$ cat src/rtl/regfile_pkg.sv
// Shared types and helpers for the multi-port register file.
// Holds the sequencer state type, default sizes and a packed-bus slice helper.
package regfile_pkg;

    typedef enum logic [0:0] {
        StClear,
        StRun
    } state_e;

    localparam int unsigned XlenDefault  = 32;
    localparam int unsigned NregsDefault = 32;

    // Widest packed bus and widest field the slice helper handles.
    localparam int unsigned MaxBus   = 2048;
    localparam int unsigned MaxSlice = 64;

    // Returns field k (each w bits wide) of a packed bus, zero-extended.
    function automatic logic [MaxSlice-1:0] bus_slice(input logic [MaxBus-1:0] bus,
                                                      input int unsigned k,
                                                      input int unsigned w);
        logic [MaxBus-1:0]   shifted;
        logic [MaxSlice-1:0] mask;
        shifted = bus >> (k * w);
        mask    = (MaxSlice'(1) << w) - MaxSlice'(1);
        return shifted[MaxSlice-1:0] & mask;
    endfunction

endpackage

$ cat src/rtl/regfile_scoreboard.sv
// Per-register busy bits for hazard detection.
// A reserve beats a same-cycle write; a same-cycle write hides busy on the read ports.
module regfile_scoreboard
    import regfile_pkg::*;
#(
    parameter int unsigned NREGS = NregsDefault,
    parameter int unsigned NRD   = 2,
    parameter int unsigned NWR   = 1,
    localparam int unsigned AW   = $clog2(NREGS)
) (
    input  logic            clk,
    input  logic            rst_n,
    input  logic            run,
    input  logic            rsv_en,
    input  logic [AW-1:0]   rsv_addr,
    input  logic [NWR-1:0]  we,
    input  logic [NWR*AW-1:0] wa,
    input  logic [NRD*AW-1:0] rs_addr,
    output logic [NRD-1:0]  rs_busy
);

    logic [NREGS-1:0] busy_q;
    logic [NREGS-1:0] busy_d;
    logic [NREGS-1:0] wr_hit;
    logic [NREGS-1:0] rsv_hit;

    always_comb begin
        wr_hit  = '0;
        rsv_hit = '0;
        if (run) begin
            for (int unsigned j = 0; j < NWR; j++) begin
                if (we[j]) begin
                    wr_hit[AW'(bus_slice(MaxBus'(wa), j, AW))] = 1'b1;
                end
            end
            if (rsv_en) begin
                rsv_hit[rsv_addr] = 1'b1;
            end
        end
    end

    always_comb begin
        busy_d    = (busy_q | rsv_hit) & ~(wr_hit & ~rsv_hit);
        busy_d[0] = 1'b0;
    end

    always_ff @(posedge clk) begin
        if (!rst_n) begin
            busy_q <= '0;
        end else begin
            busy_q <= busy_d;
        end
    end

    always_comb begin
        rs_busy = '0;
        for (int unsigned k = 0; k < NRD; k++) begin
            logic [AW-1:0] a;
            a = AW'(bus_slice(MaxBus'(rs_addr), k, AW));
            if (run && a != '0) begin
                rs_busy[k] = busy_q[a] & ~(wr_hit[a] & ~rsv_hit[a]);
            end
        end
    end

endmodule

$ cat src/rtl/regfile_mp.sv
// Multi-port integer register file with write-through bypass and busy scoreboard.
// After reset a sequencer zeroes every entry before ready is raised.
module regfile_mp
    import regfile_pkg::*;
#(
    parameter int unsigned XLEN  = XlenDefault,
    parameter int unsigned NREGS = NregsDefault,
    parameter int unsigned NRD   = 2,
    parameter int unsigned NWR   = 1,
    localparam int unsigned AW   = $clog2(NREGS)
) (
    input  logic                clk,
    input  logic                rst_n,
    output logic                ready,
    input  logic [NRD*AW-1:0]   rs_addr,
    output logic [NRD*XLEN-1:0] rs_data,
    output logic [NRD-1:0]      rs_busy,
    input  logic [NWR-1:0]      we,
    input  logic [NWR*AW-1:0]   wa,
    input  logic [NWR*XLEN-1:0] wd,
    input  logic                rsv_en,
    input  logic [AW-1:0]       rsv_addr
);

    state_e          state_q;
    logic [AW-1:0]   ptr_q;
    logic [XLEN-1:0] mem [NREGS];
    logic            run;

    logic [AW-1:0]   rd_addr [NRD];
    logic [AW-1:0]   wr_addr [NWR];
    logic [XLEN-1:0] wr_data [NWR];

    assign run   = (state_q == StRun);
    assign ready = run;

    always_comb begin
        for (int unsigned k = 0; k < NRD; k++) begin
            rd_addr[k] = AW'(bus_slice(MaxBus'(rs_addr), k, AW));
        end
        for (int unsigned j = 0; j < NWR; j++) begin
            wr_addr[j] = AW'(bus_slice(MaxBus'(wa), j, AW));
            wr_data[j] = XLEN'(bus_slice(MaxBus'(wd), j, XLEN));
        end
    end

    always_ff @(posedge clk) begin
        if (!rst_n) begin
            state_q <= StClear;
            ptr_q   <= '0;
        end else if (state_q == StClear) begin
            ptr_q <= ptr_q + AW'(1);
            if (ptr_q == AW'(NREGS - 1)) begin
                state_q <= StRun;
            end
        end
    end

    // Ascending port order: the highest-index port lands last and wins.
    always_ff @(posedge clk) begin
        if (rst_n) begin
            if (!run) begin
                mem[ptr_q] <= '0;
            end else begin
                for (int unsigned j = 0; j < NWR; j++) begin
                    if (we[j] && wr_addr[j] != '0) begin
                        mem[wr_addr[j]] <= wr_data[j];
                    end
                end
            end
        end
    end

    always_comb begin
        rs_data = '0;
        for (int unsigned k = 0; k < NRD; k++) begin
            if (run && rd_addr[k] != '0) begin
                rs_data[k*XLEN +: XLEN] = mem[rd_addr[k]];
                for (int unsigned j = 0; j < NWR; j++) begin
                    if (we[j] && wr_addr[j] == rd_addr[k]) begin
                        rs_data[k*XLEN +: XLEN] = wr_data[j];
                    end
                end
            end
        end
    end

    regfile_scoreboard #(
        .NREGS (NREGS),
        .NRD   (NRD),
        .NWR   (NWR)
    ) u_scoreboard (
        .clk      (clk),
        .rst_n    (rst_n),
        .run      (run),
        .rsv_en   (rsv_en),
        .rsv_addr (rsv_addr),
        .we       (we),
        .wa       (wa),
        .rs_addr  (rs_addr),
        .rs_busy  (rs_busy)
    );

endmodule

$ cat config.mk
export PLATFORM = sky130hd
export DESIGN_NAME = regfile_mp
export DESIGN_NICKNAME = d
export VERILOG_FILES = /design/src/rtl/regfile_pkg.sv /design/src/rtl/regfile_scoreboard.sv /design/src/rtl/regfile_mp.sv
export SDC_FILE = /design/constraint.sdc
export NUM_CORES = 1
export LEC_CHECK = 0
export CELL_PAD_IN_SITES_DETAIL_PLACEMENT = 1
export CELL_PAD_IN_SITES_GLOBAL_PLACEMENT = 1
export CORE_ASPECT_RATIO = 2
export CORE_MARGIN = 3
export CORE_UTILIZATION = 25
export DETAILED_ROUTE_END_ITERATION = 10
export PLACE_DENSITY_LB_ADDON = 0.1
export SYNTH_ARGS = -nofsm -noshare
export SYNTH_HDL_FRONTEND = slang
export SYNTH_SLANG_ARGS = --single-unit
export TNS_END_PERCENT = 5
$ cat constraint.sdc
create_clock -name clk -period 3.5 [get_ports clk]
set_clock_uncertainty 0.15 [all_clocks]
set_input_delay 0.525 -clock clk [delete_from_list [all_inputs] [get_ports clk]]
set_output_delay 0.525 -clock clk [all_outputs]
set_load 0.05 [all_outputs]
## After elaboration in Yosys (flattened, before gate mapping)

Memory sizes are Yosys's and may differ from the RTL's.
Index checks and enable logic that the tools add are counted.
Widths: inputs -> output; s select.

| storage, ports and cells | value |
|---|---|
| bits in writable memories | 1024 |
| input port bits | 56 |
| register bits after elaboration | 38 |
| memories kept | 1 |

| operators by class | value |
|---|---|
| reductions and logical operators | 11 |
| muxes and demuxes | 38 |
| magnitude comparators | 6 |
| equal/unequal tests | 3 |
| bitwise operators | 13 |
| add/sub/neg operators | 1 |

Memories:

| name | words | bits a word | rd ports | clocked after memory_dff | wr ports | RTL line | RTL |
|---|---|---|---|---|---|---|---|
| mem | 32 | 32 | 2 | 0 | 1 | regfile_mp.sv:27 | `logic [XLEN-1:0] mem [NREGS];` |

Operator list:

| operator | count |
|---|---|
| $mux 32 | 9 |
| $and 32x32->32 | 2 |
| $not 32->32 | 2 |
| $or 32x32->32 | 1 |
| $reduce_or 32->1 | 1 |
| $bmux 1 s5 | 6 |
| $lt 5x6->1 const B | 4 |
| $mux 1 | 20 |
| $reduce_bool 5->1 | 3 |
| $demux 1 s5 | 2 |
| $eq 5x5->1 | 2 |
| $ge 5x1->1 const B | 2 |
| $logic_and 1x1->1 | 7 |
| $add 5x1->5 const B | 1 |
| $eq 5x5->1 const B | 1 |
| $mux 5 | 1 |
| $and 1x1->1 | 4 |
| $not 1->1 | 4 |

## Logic depth before layout (Yosys ltp)

| depth | value |
|---|---|
| word-level depth | 13 |
| mapped depth | 10 |
| gate-level depth less buffers | 6 |

## Modules after synthesis

Synthesis repeated with hierarchy kept, for this count alone.

| unflattened totals | value |
|---|---|
| cells, all modules | 3027 |
| area total of the unflattened synthesis | 51116.5 um^2 |

Modules (own cells, without submodules):

| module | area an instance (um^2) | instances | cells each |
|---|---|---|---|
| regfile_mp | 48452.7 | 1 | 2713 |
| regfile_scoreboard | 2663.8 | 1 | 314 |

## Worst setup path after synthesis

Ideal clock, no wire load.

| timing | value |
|---|---|
| kind | input-to-reg |
| start | in wa[3] |
| end | mem mem[16][0] (netlist name), enable pin |
| buffers on the path | 3 |
| arrival time | 3190 ps |
| setup time | 421 ps |
| cell stages on the path | 7 |
| setup slack | -261 ps |
| data required time | 2929 ps |
| cell sequence | clkbuf_1 > or3_1 > buf_2 > o311ai_4 > buf_6 > a31oi_1 > nor2_1 |

| between the ends | value |
|---|---|
| cells in the longest elaborated chain, start to end | 8 |
| elaborated cells between the ends (all ways) | 9 |

Ends and longest elaborated chain:

| item | RTL line | RTL |
|---|---|---|
| from (decl) | regfile_mp.sv:19 | `input logic [NWR*AW-1:0] wa,` |
| $reduce_bool 5->1 | regfile_mp.sv:66 | `if (we[j] && wr_addr[j] != '0) begin` |
| $logic_and 1x1->1 | regfile_mp.sv:66 |  |
| $mux 1 | regfile_mp.sv:66 |  |
| $mux 1 | regfile_mp.sv:62 | `if (!run) begin` |
| $mux 1 | regfile_mp.sv:61 | `if (rst_n) begin` |
| $mux 1 (implied by the code) | regfile_mp.sv:67 | `mem[wr_addr[j]] <= wr_data[j];` |
| $reduce_or 32->1 (no line) | - |  |
| $mux 5 (no line) / $mux 1 (equally long branches) | - |  |
| to (decl) | regfile_mp.sv:27 |  |

Parallel ways exist; a longest one is shown, timed or not.

## Final worst setup path

| timing | value |
|---|---|
| start | in rs_addr[5] |
| end | out rs_data[42] |

| between the ends | value |
|---|---|
| cells in the longest elaborated chain, start to end | 4 |
| elaborated cells between the ends (all ways) | 7 |

Ends and longest elaborated chain:

| item | RTL line | RTL |
|---|---|---|
| from (decl) | regfile_mp.sv:15 | `input logic [NRD*AW-1:0] rs_addr,` |
| branches (longest 3 deep; another with $mem_v2 32x32) | - |  |
| $mux 32 * | regfile_mp.sv:77 | `if (run && rd_addr[k] != '0) begin` |
| to (decl) | regfile_mp.sv:16 | `output logic [NRD*XLEN-1:0] rs_data,` |

Mark *: on every way between the ends.

==> impl_results.md <==
* Status: finished with violations
* Violated checks: negative setup slack
* Initial Util at 25.18%
* Syn Inst Count at 3384
* Antenna-violating nets left at 0
* Critical path arrival at 2.89 ns
* Rel. slew slack at 51.57%
* Commonest cells in the netlist: 1024 x edfxtp_1, 505 x mux2i_1, 282 x mux4_2, 192 x a221oi_1, 185 x nand2_1
* Cell taking the most area after synthesis: edfxtp_1
* Initial DRC count at 2215
* RSZ-0062 raised after global routing: true
* Register bit total from synthesis at 1061
* Post-Syn Area at 52120 um^2
* First drt pass iteration count at 5
* Power Total at 28840 uW
* I/O pin total at 123
* Die Span Y at 651.7 um
* DRC Markers at 0
* Min Tclk post-route at 3.566 ns
* Global-route wire length before repair at 322.6 mm
* Largest stage delay on the critical path at 0.35 ns
* Peak supply drop at 349.1 uV
* Number of synthesized flops with an enable pin at 1024
* Final net count at 4061
* Rows at 236
* Clk sinks at 1061
* Die Span X at 328.9 um
* Yosys cell types at 70
* Max-cap check violation count at 0
* CTS max path bufs at 3
* Final WL at 234.4 mm
* Post-synth top flop: edfxtp_1
* Largest net degree at the start of global routing at 44
* Detailed placement HPWL at 162.2 mm
* Synth Area per Inst at 15.40 um^2
* Setup crit start kind: input pin
* Grt total ovfl at 0
* DR vias at 35774
* CP max-delay cell: a21oi_4
* Finished Layout Cells at 6829
* Placed instance count at 6611
* Post-route cell area at 68310 um^2
* Final WS setup at -0.06648 ns
* Top post-synthesis cells by area: edfxtp_1 59%, mux4_2 12%, mux2i_1 9.7%
* CP Capture Type: output port
* Setup violations, final at 1
* Core area at 207000 um^2
* Share of layout cells above drive strength 1 at 32.88%
* P per Cell Area at 422.3 nW/um^2
* Top-area cell type share of the netlist area at 58.99%
* Leak at 0.02415 uW
* WS Path Type: input pin to output port
* Full die area at 214300 um^2
* CP cell instances: buf_16, buf_16, buf_12, buf_12, mux2i_2, a221oi_2, nor2_1, o211ai_1, o211ai_1, a21oi_4, buf_6, buf_12
* Placed cell areas at 63750 um^2
* Vias in the first global route at 39530
* TritonCTS clock tree: yes
* Initial antenna violation count at 7
* Top-count cell post-synth: edfxtp_1
* Hold_ws at 0.2897 ns
* Crit path top cell by count: buf_12
* Pre-CTS setup slack at -0.6112 ns
* Clock root buffer: clkbuf_16
* Hold crit path type: input pin to flop
* Filler Cells Inserted at 21234
* Slew Viols, Final at 0
* CP max FO at 8
* Final hold vios at 0
* Max Clk Rate at 280.4 MHz
* Sequential area share after synthesis at 60.42%
* Htree depth at 3
* CTS buffer count at 102
* Gr usage total at 21.57%
* Post-Syn Nets at 3442
* DR WL/cell at 34.33 um
* Measured slew at the worst slew-check pin at 0.7152 ns
* Synthesis-to-finish area growth at 31.06%
* Ys async rst share at 0%
* Final worst-path cycle share at 101.9%
* Port-buffer cells at 122
* Clock Latency Late Sink at 0.71 ns
* Worst EP required at 2.82 ns
* Vias per Instance at 5.239
* Final Wtd Congestion at 0.8029
* Ys Warns at 0
* Worst-path clk slew at 0.07 ns
state kept, by name, indices dropped and copies added, names as in the netlist:
name,flops
u_scoreboard.busy_q,31
ready,1
ptr_q,5
mem,1024
metrics by stage:
step                setup TNS (ns)  util, %
floorplan                  -220.03        -
global placement            -76.70    30.80
detailed placement          -99.95    30.80
CTS                        -0.4097    32.79
global route               -0.4302    33.00
finish                    -0.06648    33.00
final timing paths:
kind	start	slack (ns)	to	depth (start not counted)
worst max-delay path	rs_addr[5]	-0.07	rs_data[42]	12
worst min-delay path	rsv_addr[0]	0.29	u_scoreboard.busy_q[8]$_SDFF_PN0_	5
worst max register to register	ready$_SDFF_PN0_	0.82	mem[23][21]$_DFFE_PP_	9
worst min register to register	u_scoreboard.busy_q[10]$_SDFF_PN0_	0.35	u_scoreboard.busy_q[10]$_SDFF_PN0_	2
critical path: cells and delay by family:
kind	cells	cell delay (ns)
AOI/OAI and AO/OA	4	1.16
buffers and inverters	6	0.90
muxes	1	0.16
and+or+nand+nor	1	0.09
repair_timing:
action	CTS	global route
setup endpoints to repair	66	36
gates resized for setup	110	53
setup buffers	10	15
gates cloned	1	2
pin swaps	31	21
hold buffers	0	0
cells in the final DEF, fill, tap and decap left out, drive strengths merged, types with 68 or more instances in the layout:
| cell | n |
|---|---|
| a21oi | 96 |
| a221oi | 192 |
| a22oi | 68 |
| buf | 749 |
| clkbuf | 116 |
| edfxtp | 1024 |
| mux2i | 505 |
| mux4 | 282 |
| nand2 | 185 |
| nor2 | 89 |
| o21ai | 148 |
report_power, final:
group	internal, uW	switching [uW]	total, uW
Sequential	13800	36.2	13800
Clock	6940	5340	12300
Combinational	1130	1610	2740
Total	21900	6980	28800
metal layers:
metal,up-vias,routed length [um],GRT usage [%]
met5,-,0,0
met4,0,8321,6.615
met3,307,6565,1.954
met2,719,130400,41.99
met1,19472,89100,24.42
li1,15276,-,-
cells by family (layout without fill, tap and decap cells):
group | count (synthesis) | count (layout) | synth area share [%]
AO/OA/AOI/OAI | 702 | 702 | 9.588
XOR/XNOR | 17 | 17 | 0.2857
adder cells (fa/ha/maj) | 2 | 2 | 0.04800
buffers and inverters | 293 | 996 | 2.888
flip-flops | 1061 | 1061 | 60.42
multiplexers | 788 | 788 | 21.90
other | 0 | 5 | 0
AND/OR/NAND/NOR | 521 | 521 | 4.871
layout make-up:
class                           count  area (um^2)  area share (%)
Clock buffer                      114         2597           3.802
Sequential cell                  1061        31490           46.10
Timing Repair Buffer              798         9686           14.18
Clock inverter                     74        997.2           1.460
Inverter                           10        43.79         0.06411
Antenna cell                        5        12.51         0.01832
Multi-Input combinational cell   2030        20060           29.36
Tap cell                         2737         3425           5.013
(Power assumes the default switching activity.)
